$ cat src/rtl/fifo_stream_reader_pkg.sv
// Shared widths and the modulo pointer-increment helper for the FIFO stream reader.
package fifo_stream_reader_pkg;

  localparam int PTR_W   = 3;  // covers buffer depths up to 8
  localparam int LEVEL_W = 4;

  function automatic logic [PTR_W-1:0] ptr_next(input logic [PTR_W-1:0] ptr,
                                                 input int depth);
    return (ptr == PTR_W'(depth - 1)) ? '0 : ptr + PTR_W'(1);
  endfunction

endpackage

$ cat src/rtl/fifo_stream_reader_buf.sv
// Small circular buffer with modulo-depth pointers; head word is presented
// combinationally so the stream sees it the cycle after capture.
module fifo_stream_reader_buf
  import fifo_stream_reader_pkg::*;
#(
  parameter int DATA_WIDTH = 8,
  parameter int BUF_DEPTH  = 3
) (
  input  logic                  clk,
  input  logic                  rst,
  input  logic                  push,
  input  logic [DATA_WIDTH-1:0] push_data,
  input  logic                  pop,
  output logic [DATA_WIDTH-1:0] head_data,
  output logic [LEVEL_W-1:0]    level
);

  logic [DATA_WIDTH-1:0] mem [BUF_DEPTH];
  logic [PTR_W-1:0]      rd_ptr;
  logic [PTR_W-1:0]      wr_ptr;

  always_ff @(posedge clk or posedge rst) begin
    if (rst) begin
      rd_ptr <= '0;
      wr_ptr <= '0;
      level  <= '0;
      for (int i = 0; i < BUF_DEPTH; i++) mem[i] <= '0;
    end else begin
      if (push) begin
        mem[wr_ptr] <= push_data;
        wr_ptr      <= ptr_next(wr_ptr, BUF_DEPTH);
      end
      if (pop) rd_ptr <= ptr_next(rd_ptr, BUF_DEPTH);
      // Simultaneous push and pop leaves the occupancy unchanged.
      if (push && !pop)      level <= level + LEVEL_W'(1);
      else if (!push && pop) level <= level - LEVEL_W'(1);
    end
  end

  assign head_data = mem[rd_ptr];

endmodule

$ cat src/rtl/fifo_stream_reader.sv
// Drains a 1-cycle-latency FIFO read port into a bubble-free valid/ready stream.
// Reads are issued on credit (buffered + in-flight words) and never look at m_ready.
module fifo_stream_reader
  import fifo_stream_reader_pkg::*;
#(
  parameter int DATA_WIDTH = 8,
  parameter int BUF_DEPTH  = 3,
  parameter int CNT_WIDTH  = 16
) (
  input  logic                  clk,
  input  logic                  rst,
  input  logic                  fifo_empty,
  input  logic [DATA_WIDTH-1:0] fifo_dout,
  output logic                  fifo_rd_en,
  output logic [DATA_WIDTH-1:0] m_data,
  output logic                  m_valid,
  input  logic                  m_ready,
  output logic [CNT_WIDTH-1:0]  xfer_count,
  output logic [LEVEL_W-1:0]    buf_level
);

  logic             inflight;
  logic             pop;
  logic [LEVEL_W:0] credit_used;

  // Handshake: a word moves downstream on a rising edge where m_valid && m_ready;
  // m_valid only falls after such a transfer and m_data holds while stalled.
  assign credit_used = {1'b0, buf_level} + {{LEVEL_W{1'b0}}, inflight};
  assign fifo_rd_en  = !rst && !fifo_empty && (credit_used < (LEVEL_W+1)'(BUF_DEPTH));
  assign m_valid     = (buf_level != '0);
  assign pop         = m_valid && m_ready;

  always_ff @(posedge clk or posedge rst) begin
    if (rst) begin
      inflight   <= 1'b0;
      xfer_count <= '0;
    end else begin
      inflight <= fifo_rd_en;
      if (pop) xfer_count <= xfer_count + CNT_WIDTH'(1);
    end
  end

  fifo_stream_reader_buf #(
    .DATA_WIDTH (DATA_WIDTH),
    .BUF_DEPTH  (BUF_DEPTH)
  ) u_buf (
    .clk       (clk),
    .rst       (rst),
    .push      (inflight),
    .push_data (fifo_dout),
    .pop       (pop),
    .head_data (m_data),
    .level     (buf_level)
  );

  // The credit rule must keep buffered plus in-flight words within the buffer.
  always @(posedge clk) begin
    if (!rst) assert (credit_used <= (LEVEL_W+1)'(BUF_DEPTH));
  end

endmodule

$ cat config.mk
export PLATFORM = sky130hd
export DESIGN_NAME = fifo_stream_reader
export DESIGN_NICKNAME = d
export VERILOG_FILES = /design/src/rtl/fifo_stream_reader_pkg.sv /design/src/rtl/fifo_stream_reader_buf.sv /design/src/rtl/fifo_stream_reader.sv
export SDC_FILE = /design/constraint.sdc
export NUM_CORES = 1
export LEC_CHECK = 0
export CAP_MARGIN = 20
export CORE_ASPECT_RATIO = 1.1
export CORE_MARGIN = 2
export CORE_UTILIZATION = 53
export CTS_CLUSTER_SIZE = 28
export DETAILED_ROUTE_END_ITERATION = 8
export GPL_TIMING_DRIVEN = 0
export PLACE_DENSITY_LB_ADDON = 0.12
export REMOVE_ABC_BUFFERS = 1
export SLEW_MARGIN = 0
export SYNTH_ARGS = -nofsm -noshare
export SYNTH_HDL_FRONTEND = slang
export SYNTH_SLANG_ARGS = --single-unit
$ cat constraint.sdc
create_clock -name clk -period 3.7 [get_ports clk]
set_input_delay 0.37 -clock clk [delete_from_list [all_inputs] [get_ports clk]]
set_output_delay 0.37 -clock clk [all_outputs]
set_load 0.05 [all_outputs]
==> results of run 1 <==
==> final cells by class <==
type | count | area (sq um)
clock buffer | 6 | 72.57
clock inverter | 1 | 30.03
fill | 380 | 1531
inverter | 6 | 35.03
multi-input combinational | 147 | 1141
sequential | 51 | 1276
tap | 56 | 70.07
timing repair buffer | 42 | 430.4
==> where the power goes <==
group	internal (mW)	switching [mW]	leakage, nW
logic	0.504	0.724	0.617
clock network	0.198	0.170	0.0513
registers	0.743	0.221	0.650
total	1.45	1.11	1.32
==> worst max-delay path, delay by kind of cell, from the launching register on <==
kind / cells / cell delay (ns)
simple gates: 2 / 0.64
fa+ha+maj: 2 / 0.48
flops: 1 / 0.49
buf+inv: 3 / 0.26
compound gates: 4 / 0.94
==> routing by layer <==
layer  GRT usage, %  part of all wire (%)  vias up
met5              0                     0        -
met4          5.882                  0.88        0
met3          3.571                   3.5        3
met2          28.31                    46       32
met1          23.68                    50      784
li1               -                     -      819
==> cells in the final DEF (no fill, tap or decap), drive strengths merged, types with 5 or more instances in the layout <==
cell	n
dfrtp	51
clkdlybuf4s50	41
mux2	25
nand2	24
o21ai	16
xnor2	12
mux2i	8
nor3	8
ha	7
xor2	6
clkbuf	6
nor2b	5
nor2	5
nand3	5
inv	5
==> cells in the mapped netlist, drive strengths merged (4+ instances only) <==
master / instances / area share, %
nor3: 8 / 2.6
o21ai: 16 / 3.4
nor2b: 5 / 1.3
mux2: 25 / 11
xor2: 6 / 2.1
nand3: 5 / 1.2
dfrtp: 51 / 51
nand2: 24 / 3.6
mux2i: 8 / 3.2
xnor2: 12 / 4.2
inv: 5 / 0.75
nand4: 4 / 1.0
ha: 7 / 3.5
nor2: 5 / 0.76
==> stage by stage <==
stage / util (%) / power [mW]
2_1_floorplan: - / 1.827
3_3_place_gp: 63.94 / 2.184
3_5_place_dp: 64.38 / 2.210
4_1_cts: 66.61 / 2.586
5_1_grt: 66.61 / 2.720
6_report: 66.61 / 2.560
==> sequential cells by signal, summed over array words and instances (netlist names) <==
register and count:
inflight 1, u_buf.level 4, xfer_count 16, u_buf.rd_ptr 3, u_buf.wr_ptr 3, u_buf.mem 24
==> kinds of logic after synthesis <==
family	count (synthesis)	share of synthesized area [%]
buf+inv	12	2.719
flops	51	51.36
compound gates	26	6.445
fa+ha+maj	8	4.330
xor+xnor	18	6.344
mux	33	14.55
simple gates	62	14.25
==> how the worst min path moves through the flow <==
stage	start	endpoint	slack (ns)
detailed placement	xfer_count[15]	xfer_count[15]	0.46
CTS	rst	u_buf.mem[6]	0.33
global route	rst	xfer_count[12]	0.34
finish	rst	u_buf.mem[6]	0.33
global placement	xfer_count[15]	xfer_count[15]	0.46
floorplan	u_buf.rd_ptr[2]	u_buf.rd_ptr[2]	0.46
==> key figures, run 1 <==
Run status
  • Status: finished, final reports clean

Drt
  • Number of vias per cell: 5.301
  • DRC violations left: 0
  • WL per Instance: 14.05 microns
  • Number of DRC markers in iteration 0: 62
  • ANT nets after route: 0
  • Via Count: 1638
  • Drt pass-1 iters: 4
  • Final wirelength: 4.340 mm

GRT
  • Initial antenna violation count: 0
  • Number of global-route vias before repair: 1572
  • Wire length of the first global-routing pass: 7.182 mm
  • Largest net degree at the start of global routing: 41
  • GRT overflow: 0
  • Total track usage: 17.38%

Power
  • Leakage: 1.318 nW
  • Max VDD drop: 660.9 uV
  • Cell area power density: 837.9 mW/mm^2

STA
  • Max Freq: 340.2 MHz
  • Finish-stage setup viols: 0
  • RSZ-0062 raised after global routing: no
  • Fin crit period: 2.939 ns
  • Clock Skews: 0.008191 ns
  • Fin crit share: 79.44%
  • Worst Tran Pin Value: 0.9285 ns
  • Slew Limit Fails: 0
  • Worst slew margin: 37.98%
  • Setup TNS: 0 ns
  • Worst Hold Slack: 0.3267 ns
  • Final worst slack: 0.7608 ns
  • Final hold vios: 0

Worst setup path
  • Number of cells on the worst reg-to-reg path: 11
  • R2R Setup Slk: 0.76 ns
  • CP endpoint kind: flip-flop
  • RR Endpoint: u_buf.level[3]
  • RR Startpoint: u_buf.level[0]
  • Worst EP required: 3.88 ns
  • Critical-path top delay cell: dfrtp_1
  • Setup CP Type: reg -> reg
  • Critical Path Fanout Max: 8
  • CP endpoint: u_buf.level[3]
  • Crit-path cells: nor4_4 -> inv_2 -> and2_4 -> clkinv_8 -> ha_1 -> inv_1 -> ha_1 -> a21o_1 -> a2111oi_2 -> a31oi_1 -> a221o_1
  • Critical Path Most Common Cell: ha_1
  • Max stage delay on crit path: 0.49 ns
  • CP Launch Point: u_buf.level[0]
  • Arrival @ worst endpoint: 3.12 ns
  • Startpoint types: flip-flop

Yosys
  • Asr flop ratio synth: 100.0%
  • Post-synth EDFFs: 0
  • Post-Syn Area per Cell: 11.83 sq um
  • Synthesized cell area: 0.002485 sq mm
  • Synth cell types: 38
  • Synth Warn #: 0
  • Synthesized flop and latch total: 51
  • Seq/Total Area, Yosys: 51.36%
  • Top FF cell, synth: dfrtp_1
  • Synth Instances: 210

Die
  • Initial core utilization: 54.17%
  • Die width: 69.29 microns
  • Row cnt: 26
  • DIE AREA: 0.005253 sq mm
  • IO Count: 42
  • Core area: 0.004587 sq mm
  • Height of the chip: 75.82 microns

Final layout
  • Final net count: 273
  • Non-Filler Instances: 309
  • Ant diodes: 0
  • Finished Cell Area: 0.003055 sq mm
  • Area growth syn-to-layout: 22.96%
  • Fraction of layout cells with a size suffix above 1: 18.18%

CTS
  • H-tree depth: 2
  • Clk pin slew, worst setup/hold paths: 0.09 ns
  • CTS buffer count: 5
  • Post-CTS sizing: 0
  • Clk sinks: 51
  • Clock Tree Root: clkbuf_8
  • Clk_lat worst skew: 0.30 ns
  • # hold bufs at CTS: 0
  • CTS tree: done
  • Max clock buf depth: 2
  • Setup bufs post-CTS: 0

Run
  • Maxcap violations: 0

Hold path
  • Worst hold path type: in -> async

Placed design
  • Pre-CTS setup slack: 0.7365 ns
  • Dpl hpwl: 3.055 mm
  • Port Buffers: 41
  • RD Place Congestion: 0.7923
  • DP Area: 0.002953 sq mm
  • Post-placement cell count: 302
Note: power is estimated with default switching activity, not from simulation.
==> inputs of run 2 (changes only) <==
CORE_UTILIZATION = 47   (was 53)
clock period = 2.65 ns   (was 3.7 ns; I/O delays follow)
==> run 2 against run 1 <==
  * Cell area grew 1.7%
  * Clock power is 17% higher
  * Die area increased by 12%
  * Worst setup slack got worse by 0.71 ns
  * Combinational power increased by 45%
  * Critical path depth unchanged
  * Global-route usage down 0.35 points
  * Clock skew shrank 0.0034 ns
  * Sequential power rose by 40%
  * Total power increased by 39%
  * Core utilization decreased by 5.3 points
==> key figures, run 2 (synthesized netlist as in run 1, its figures left out) <==
STA
  • Clock Skews: 0.004808 ns
  • RSZ-0062 raised after global routing: yes
  • Slew Limit Fails: 0
  • Max Freq: 385.1 MHz
  • Fin crit share: 97.99%
  • Fin crit period: 2.597 ns
  • Worst slew margin: 41.03%
  • Finish-stage setup viols: 0
  • Final hold vios: 0
  • Worst Tran Pin Value: 0.8828 ns

CTS
  • Clock Tree Root: clkbuf_8
  • CTS buffer count: 5
  • H-tree depth: 2
  • Clk_lat worst skew: 0.30 ns
  • Clk sinks: 51
  • CTS tree: done
  • Max clock buf depth: 2
  • Clk pin slew, worst setup/hold paths: 0.09 ns

Worst setup path
  • Crit-path cells: nor4_4 -> inv_2 -> and2_4 -> clkinv_8 -> ha_4 -> inv_2 -> ha_1 -> a21o_1 -> a2111oi_2 -> a31oi_1 -> a221o_1
  • RR Startpoint: u_buf.level[1]
  • CP Launch Point: u_buf.level[1]
  • Max stage delay on crit path: 0.44 ns
  • Worst Path Buf+Inv: 3
  • Startpoint types: flip-flop
  • Critical Path Stages: 11
  • Worst EP required: 2.84 ns
  • Critical Path Most Common Cell: inv_2
  • CP endpoint: u_buf.level[3]
  • Arrival @ worst endpoint: 2.78 ns
  • R2R Setup Slk: 0.05 ns
  • Critical-path top delay cell: dfrtp_2
  • Number of cells on the worst reg-to-reg path: 11
  • Critical Path Fanout Max: 8
  • CP endpoint kind: flip-flop
  • RR Endpoint: u_buf.level[3]
  • CP delay by family, top: compound AO/OA/AOI/OAI gates
  • Setup CP Type: reg -> reg

Power
  • Overall Power: 3.563 mW
  • P_sw: 1.595 mW
  • Part of the power in registers: 37.8%
  • Pint: 1.968 mW
  • Clock power share: 12.2%
  • Cell area power density: 1147 mW/mm^2
  • Max VDD drop: 877.1 uV
  • Combinational fraction of design power: 50.0%
  • Sw Ratio: 44.78%
  • Leakage: 1.425 nW

Die
  • Height of the chip: 80.26 microns
  • IO Count: 42
  • Initial core utilization: 49.04%
  • Core area: 0.005067 sq mm
  • Die width: 73.33 microns
  • DIE AREA: 0.005885 sq mm
  • Row cnt: 27

Drt
  • Met3 WL: 154 microns
  • DRT met1 WL: 2.248 mm
  • Number of vias per cell: 5.320
  • Final wirelength: 4.587 mm
  • Met2 wire len: 2.096 mm
  • ANT nets after route: 0
  • Max Used Layer: met4
  • WL per Instance: 14.52 microns
  • Number of DRC markers in iteration 0: 124
  • DRC violations left: 0
  • Drt pass-1 iters: 4
  • Via Count: 1681

GRT
  • GRT overflow: 0
  • Wire length of the first global-routing pass: 7.755 mm
  • Largest net degree at the start of global routing: 33
  • Total track usage: 17.03%
  • Number of global-route vias before repair: 1620
  • Initial antenna violation count: 0

Final layout
  • Most frequent cells in the layout: dfrtp_1 (47), clkdlybuf4s50_1 (32), mux2_2 (25)
  • Leading cell type in the layout, fill and taps excluded: dfrtp_1
  • Final net count: 277
  • Max FFs per register: 24
  • Ant diodes: 0
  • Fraction of layout cells with a size suffix above 1: 22.87%
  • Area growth syn-to-layout: 25.03%
  • Biggest register: u_buf.mem
  • Largest registers: u_buf.mem x24, xfer_count x16, u_buf.level x4
  • Non-Filler Instances: 316

Placed design
  • RD Place Congestion: 0.7277
  • Port Buffers: 41
  • Post-placement cell count: 304
  • Dpl hpwl: 3.133 mm

Run
  • Maxcap violations: 0

Run status
  • Status: finished, final reports clean

Hold path
  • Worst hold path type: in -> async
==> run 2: cell count changes in the layout (fill, tap and decap cells not counted), sizes merged <==
cell / delta
buf: +4
bufinv: -1
clkbuf: +1
clkdlybuf4s50: -9
clkinv: +1
clkinvlp: +1
dlygate4sd2: +1
dlymetal6s2s: +7
==> run 2: final cells by class <==
cell class	instances	area (sq um)
Sequential cell	51	1281
Timing Repair Buffer	46	471.7
Multi-Input combinational cell	147	1161
Clock inverter	2	12.51
Inverter	6	35.03
Fill cell	435	1961
Tap cell	58	72.57
Clock buffer	6	72.57
==> run 2: metal layers <==
metal | up-vias | track usage (%)
li1 | 823 | -
met1 | 811 | 23.91
met2 | 38 | 26.22
met3 | 9 | 3.388
met4 | 0 | 5.818
met5 | - | 0
==> run 2: worst min path at each step <==
stage              startpoint             end  slack (ns)  depth (start not counted)
4_1_cts                   rst    u_buf.mem[5]        0.29                          2
2_1_floorplan    fifo_dout[0]   u_buf.mem[16]        0.42                          1
6_report                  rst   u_buf.mem[10]        0.29                          2
3_3_place_gp   xfer_count[15]  xfer_count[15]        0.47                          1
5_1_grt                   rst   u_buf.mem[10]        0.35                          2
3_5_place_dp   xfer_count[15]  xfer_count[15]        0.47                          1
==> run 2: power groups by stage <==
stage	clock network (mW)	logic (mW)	registers [mW]
final	0.433	1.78	1.35
after floorplan	0	1.00	1.55
after global placement	0	1.71	1.36
after detailed placement	0	1.73	1.37
after CTS	0.452	1.76	1.37
after global routing	0.479	1.93	1.39
==> run 2: worst reg2reg max path: cells and delay by family, from the launching register on <==
family	cells	cell delay, ns
AND/OR/NAND/NOR	2	0.52
AO/OA/AOI/OAI	4	0.91
flip-flops	1	0.44
adder cells (fa/ha/maj)	2	0.41
buffers and inverters	3	0.22
==> run 2: metrics by stage <==
stage               setup slack (ns)  hold WS [ns]   TNS, ns  utilization, %  instance area, sq um
finish                       0.05328        0.2905         0           61.31                  3107
global route                -0.08826        0.3450  -0.08826           61.31                  3107
CTS                         0.002485        0.2914         0           60.57                  3069
detailed placement           -0.3133        0.4696   -0.3133           58.32                  2955
global placement             -0.9950        0.4668    -1.278           57.93                  2935
floorplan                    -0.5020        0.4156   -0.5020               -                  2452
==> run 2: what timing repair did <==
| item | CTS | global route |
|---|---|---|
| setup endpoints to repair | 10 | 9 |
| endpoints found under the hold margin | 0 | 0 |
| pin swaps | 2 | 1 |
| gates resized for setup | 10 | 10 |
| hold buffers | 0 | 0 |
| setup buffers | 1 | 3 |
==> inputs of run 3 (changes only) <==
ABC_AREA = 1   (was not set)
CORE_UTILIZATION = 48   (was 47)
==> run 3 against run 2 <==
  * Synthesized cell count is 42% higher
  * Sequential share of layout area is 1.4 points lower
  * Die area is 3.9% higher
  * Critical path type is now reg -> out
  * Core utilization is 1.5 points lower
  * Via count is 20% higher
  * Cell area is 3.2% higher
  * Flip-flop and latch count stayed put
  * Area after synthesis is 6.3% higher
  * Worst setup slack better by 0.11 ns
  * Register-to-register slack better by 0.45 ns
==> key figures, run 3 <==
Drt
  • Number of vias per cell: 4.860
  • Drt pass-1 iters: 4
  • DRC violations left: 0
  • Via Count: 2012
  • WL per Instance: 11.79 microns
  • Number of DRC markers in iteration 0: 83
  • ANT nets after route: 0
  • Final wirelength: 4.881 mm

STA
  • Final hold vios: 0
  • RSZ-0062 raised after global routing: no
  • Fin crit share: 93.87%
  • Setup TNS: 0 ns
  • Worst slew margin: 58.46%
  • Finish-stage setup viols: 0
  • Slew Limit Fails: 0
  • Worst Tran Pin Value: 0.6231 ns
  • Max Freq: 402.0 MHz
  • Fin crit period: 2.488 ns
  • Clock Skews: 0.005856 ns

Yosys
  • Top FF cell, synth: dfrtp_1
  • Synth top area share: 48.30%
  • Synth Warn #: 0
  • Synthesized cell area: 0.002643 sq mm
  • Ranking of synthesized cells by area: dfrtp_1 (48%), nand2_1 (11%), o21ai_2 (5.0%)
  • Synth area leader: dfrtp_1
  • Post-Syn Area per Cell: 8.868 sq um
  • Post-synth top cells: nand2_1 (76), dfrtp_1 (51), nor2_1 (32)
  • Post-synth EDFFs: 0
  • Synth cell types: 34
  • Synth Instances: 298
  • Seq/Total Area, Yosys: 48.30%
  • Count leader, synth: nand2_1
  • Synthesized flop and latch total: 51
  • Asr flop ratio synth: 100.0%

GRT
  • Busiest grt layer: met2
  • Total track usage: 18.19%
  • Routing usage on met3: 2.577%
  • Initial antenna violation count: 0
  • GRT overflow: 0
  • Number of global-route vias before repair: 1853
  • GR Layer Usage met2: 29.73%
  • Largest net degree at the start of global routing: 43
  • M1 GR Usage: 24.74%
  • Wire length of the first global-routing pass: 8.549 mm

CTS
  • Max clock buf depth: 2
  • Post-CTS sizing: 2
  • CTS tree: done
  • H-tree depth: 2
  • Clk sinks: 51
  • Clk pin slew, worst setup/hold paths: 0.09 ns
  • Setup bufs post-CTS: 0
  • Clk_lat worst skew: 0.30 ns
  • Clock Tree Root: clkbuf_8
  • # hold bufs at CTS: 0
  • CTS buffer count: 5

Run
  • Maxcap violations: 0

Worst setup path
  • Critical Path Fanout Max: 18
  • Arrival @ worst endpoint: 2.22 ns
  • RR Startpoint: u_buf.level[0]
  • R2R Setup Slk: 0.50 ns
  • CP endpoint kind: primary output
  • Startpoint types: flip-flop
  • Number of cells on the worst reg-to-reg path: 10
  • Worst EP required: 2.38 ns
  • Setup CP Type: reg -> out
  • RR Endpoint: u_buf.level[3]

Power
  • Leakage: 1.497 nW
  • Max VDD drop: 812.8 uV
  • Cell area power density: 1238 mW/mm^2

Placed design
  • Dpl hpwl: 3.402 mm
  • RD Place Congestion: 0.7654
  • Port Buffers: 41

Die
  • IO Count: 42
  • Height of the chip: 81.82 microns
  • Die width: 74.75 microns
  • Core area: 0.005360 sq mm
  • DIE AREA: 0.006116 sq mm
  • Initial core utilization: 49.30%
  • Row cnt: 28

Run status
  • Status: finished, final reports clean

Hold path
  • Worst hold path type: in -> async

Final layout
  • Ant diodes: 0
  • Fraction of layout cells with a size suffix above 1: 10.91%
  • Area growth syn-to-layout: 21.31%
  • Final net count: 359
  • Max FFs per register: 24
  • Largest registers: u_buf.mem x24, xfer_count x16, u_buf.level x4
  • Util after Layout: 59.80%
  • Biggest register: u_buf.mem
  • Most frequent cells in the layout: nand2_1 (76), dfrtp_1 (50), clkdlybuf4s50_1 (40)
  • Leading cell type in the layout, fill and taps excluded: nand2_1
-- run 3: cell count changes after synthesis, sizes merged, moves of 8 or more --
cell and change:
inv +25, mux2 -25, mux2i -8, nand2 +57, nand3 +11, nor2 +30
o21ai +13, o31ai +8
-- run 3: cells by family (layout without fill, tap and decap cells) --
logic type | count (synthesis) | after routing | synth area share, %
compound gates | 43 | 43 | 12.03
flops | 51 | 51 | 48.30
buf+inv | 39 | 80 | 6.960
fa+ha+maj | 8 | 8 | 4.072
simple gates | 141 | 141 | 23.34
xor+xnor | 16 | 16 | 5.303
-- run 3: worst max-delay path by stage --
stage | from | endpoint | slack [ns]
floorplan | u_buf.level[0] | u_buf.level[3] | 0.26
global placement | rst | u_buf.mem[14] | 0.09
detailed placement | u_buf.rd_ptr[0] | m_data[0] | 0.13
CTS | u_buf.rd_ptr[0] | m_data[0] | 0.06
global route | u_buf.rd_ptr[0] | m_data[0] | 0.03
finish | u_buf.rd_ptr[0] | m_data[7] | 0.16
-- run 3: layout make-up --
type	instances	area (sq um)
fill	495	2155
sequential	51	1277
multi-input combinational	208	1182
timing repair buffer	42	429.2
inverter	31	120.1
tap	75	93.84
clock buffer	6	72.57
clock inverter	1	30.03
-- run 3: power breakdown --
group / switching [mW] / internal (mW)
registers: 0.307 / 1.08
clock network: 0.240 / 0.277
logic: 1.32 / 0.744
total: 1.86 / 2.10
-- run 3: per-stage QoR --
| step | cells | setup slack, ns | power [mW] | cell area, sq um | hold slack (ns) |
|---|---|---|---|---|---|
| after global placement | 406 | 0.08880 | 3.448 | 3082 | 0.4653 |
| after floorplan | 290 | 0.2630 | 2.862 | 2577 | 0.4409 |
| after global routing | 414 | 0.03039 | 4.260 | 3206 | 0.2531 |
| after CTS | 414 | 0.05740 | 4.005 | 3204 | 0.2373 |
| final | 414 | 0.1625 | 3.968 | 3206 | 0.2290 |
| after detailed placement | 407 | 0.1325 | 3.482 | 3102 | 0.4696 |
-- run 3: metal layers --
layer	wire length, microns	vias to the layer above
li1	-	1037
met1	2318	934
met2	2305	35
met3	203	6
met4	53	0
met5	0	-
-- run 3: critical path: stages, from the launching register on --
cell and delay (ns):
dfrtp_2 0.51, clkinv_2 0.23, nor2_1 0.07, o31ai_1 0.25, clkdlybuf4s50_1 0.86
==> RTL change, RTL diff (config.mk and constraints of run 3) <==
Register the output `buf_level`, without a reset; this adds one clock of latency there. The other outputs are not delayed to match.
--- a/src/rtl/fifo_stream_reader.sv
+++ b/src/rtl/fifo_stream_reader.sv
@@ -20,4 +20,6 @@
 );
 
+  logic [LEVEL_W-1:0] buf_level_d;
+
   logic             inflight;
   logic             pop;
@@ -26,7 +28,7 @@
   // Handshake: a word moves downstream on a rising edge where m_valid && m_ready;
   // m_valid only falls after such a transfer and m_data holds while stalled.
-  assign credit_used = {1'b0, buf_level} + {{LEVEL_W{1'b0}}, inflight};
+  assign credit_used = {1'b0, buf_level_d} + {{LEVEL_W{1'b0}}, inflight};
   assign fifo_rd_en  = !rst && !fifo_empty && (credit_used < (LEVEL_W+1)'(BUF_DEPTH));
-  assign m_valid     = (buf_level != '0);
+  assign m_valid     = (buf_level_d != '0);
   assign pop         = m_valid && m_ready;
 
@@ -51,5 +53,5 @@
     .pop       (pop),
     .head_data (m_data),
-    .level     (buf_level)
+    .level     (buf_level_d)
   );
 
@@ -59,4 +61,8 @@
   end
 
+  always_ff @(posedge clk) begin
+    buf_level <= buf_level_d;
+  end
+
 endmodule
 
Function: changed (a bounded check fails within 4 cycles, from zero or initial values and one cycle with rst high).
==> RTL change against run 3 <==
Wire length grew 2.6%. Total power is 3.2% higher. Register-to-register slack got worse by 0.08 ns. Final area increased by 1.9%. Area after synthesis grew 1.8%. Hold slack better by 0.10 ns. Sequential cell count grew 4. Setup slack worse by 0.014 ns. Largest cell class unchanged. Highest routed layer unchanged.
==> RTL change: results (changes against run 3) <==
| Metric | Value |
|---|---|
| Worst hold path type | primary input to asynchronous set/reset pin |
| Num CTS Buffers | 5 (unchanged) |
| Skew final | 0.00965 ns (+0.00379 ns) |
| Worst-path clk slew | 0.09 ns (about the same) |
| Status | completed |
| Hpwl dp | 3580 um (+5.1%) |
| Layout cell share with drive strength beyond 1 | 0.0930 (-0.0161) |
| Iteration-0 DRC Markers | 134 (+61%) |
| Clock Tree Buf Depth | 2 (unchanged) |
| Worst IR Drop VDD | 703 uV (-14%) |
| Synth top area cells | dfrtp_1, nand2_1, nor2_1 |
| Buffers inserted by post-CTS timing repair | 0 (unchanged) |
| Worst endpoint data arrival time | 2.24 ns (+0.02 ns) |
| TritonRoute pass-1 iters | 4 (unchanged) |
| FFs w/ async S/R, synth | 0.927 (-0.0727) |
| Final worst path period need | 2.50 ns (+0.0142 ns) |
| Pre-CTS setup slack | 0.170 ns (+0.0379 ns) |
| Flop2flop setup slack | 0.42 ns (-0.08 ns) |
| Largest regs | u_buf.mem (24), xfer_count (16) |
| LEAKAGE | 1.53 nW (+2.3%) |
| Crit path max-delay family | buffers and inverters |
| Pin count of the biggest net entering global routing | 32 (-26%) |
| Min Hold Slack | 0.332 ns (+0.103 ns) |
| Detailed-route wire length | 5010 um (+2.6%) |
| Top cells by count, synth | nand2_1, dfrtp_1, nor2_1 |
| First-pass GRT wire length | 8720 um (+2.0%) |
| Worst slew margin | 0.594 (+0.00929) |
| R2r startpoint | u_buf.level[1]$_DFFE_PP0P_ |
| Final nets | 363 (+1.1%) |
| GRT Total Usage | 0.184 (+0.00208) |
| I/O Buffers | 41 (unchanged) |
| Worst-path maximum fanout | 18 (unchanged) |
| R2R cell count | 12 (+2) |
| # fillers | 504 (+1.8%) |
| Slowest cell on the critical path | clkdlybuf4s50_1 |
| Placed Area | 3150 um^2 (+1.5%) |
| Synth unique cells | 33 (-2.9%) |
| GPL Wtd Cong | 0.755 (-1.3%) |
| Vias in the first global route | 1867 (+0.76%) |
| Root buf cell | clkbuf_8 |
| Register area share after synthesis | 0.504 (+0.0215) |
| Vias per cell | 4.89 (+0.57%) |
-- RTL change: logic make-up after synthesis --
group,count (synthesis),share of synthesized area
AND/OR/NAND/NOR,141,0.228
flip-flops,55,0.504
AO/OA/AOI/OAI,43,0.107
buffers and inverters,39,0.0689
XOR/XNOR,16,0.0521
adder cells (fa/ha/maj),8,0.0400
-- RTL change: area by class of cell --
| cell class | instances | area share |
|---|---|---|
| Multi-Input combinational cell | 208 | 0.351 |
| Timing Repair Buffer | 42 | 0.131 |
| Clock buffer | 6 | 0.0253 |
| Clock inverter | 2 | 0.0107 |
| Tap cell | 75 | 0.0287 |
| Inverter | 31 | 0.0368 |
| Sequential cell | 55 | 0.416 |
-- RTL change: worst register-to-register path, delay by kind of cell, from the launching register on --
family                   cells  cell delay, ns
AND/OR/NAND/NOR              7            0.75
adder cells (fa/ha/maj)      2            0.54
flip-flops                   1            0.49
XOR/XNOR                     1            0.16
AO/OA/AOI/OAI                1            0.11
buffers and inverters        1            0.09
-- RTL change: worst paths after layout --
path,end
min in group clk,buf_level[2]$_DFF_P_
max in group asynchronous,u_buf.wr_ptr[2]$_DFFE_PP0P_
worst max register to register,u_buf.level[3]$_DFFE_PP0P_
worst min-delay path,u_buf.level[2]$_DFFE_PP0P_
worst min register to register,buf_level[2]$_DFF_P_
worst max-delay path,m_data[5]
-- RTL change: power by group --
part	internal [mW]	switching (mW)
registers	1.17	0.324
clock network	0.306	0.266
logic	0.730	1.29
total	2.21	1.88
-- RTL change: stage by stage --
step                      utilization  std cells
after floorplan                     -        294
after global placement          0.580        410
after detailed placement        0.583        411
after CTS                       0.605        419
after global routing            0.605        419
final                           0.605        419
-- RTL change: repair_timing --
item                                    4_1_cts  5_1_grt
cloned                                        0        0
endpoints found under the setup margin        9        8
resized for setup                             2        1
-- RTL change: per-layer routing --
metal / part of all wire / routed length (um) / track usage / vias up
met3: 0.026 / 131 / 0.0364 / 6
li1: - / - / - / 1052
met4: 0.011 / 57 / 0.0474 / 0
met2: 0.47 / 2350 / 0.289 / 24
met5: 0 / 0 / 0 / -
met1: 0.49 / 2470 / 0.262 / 966
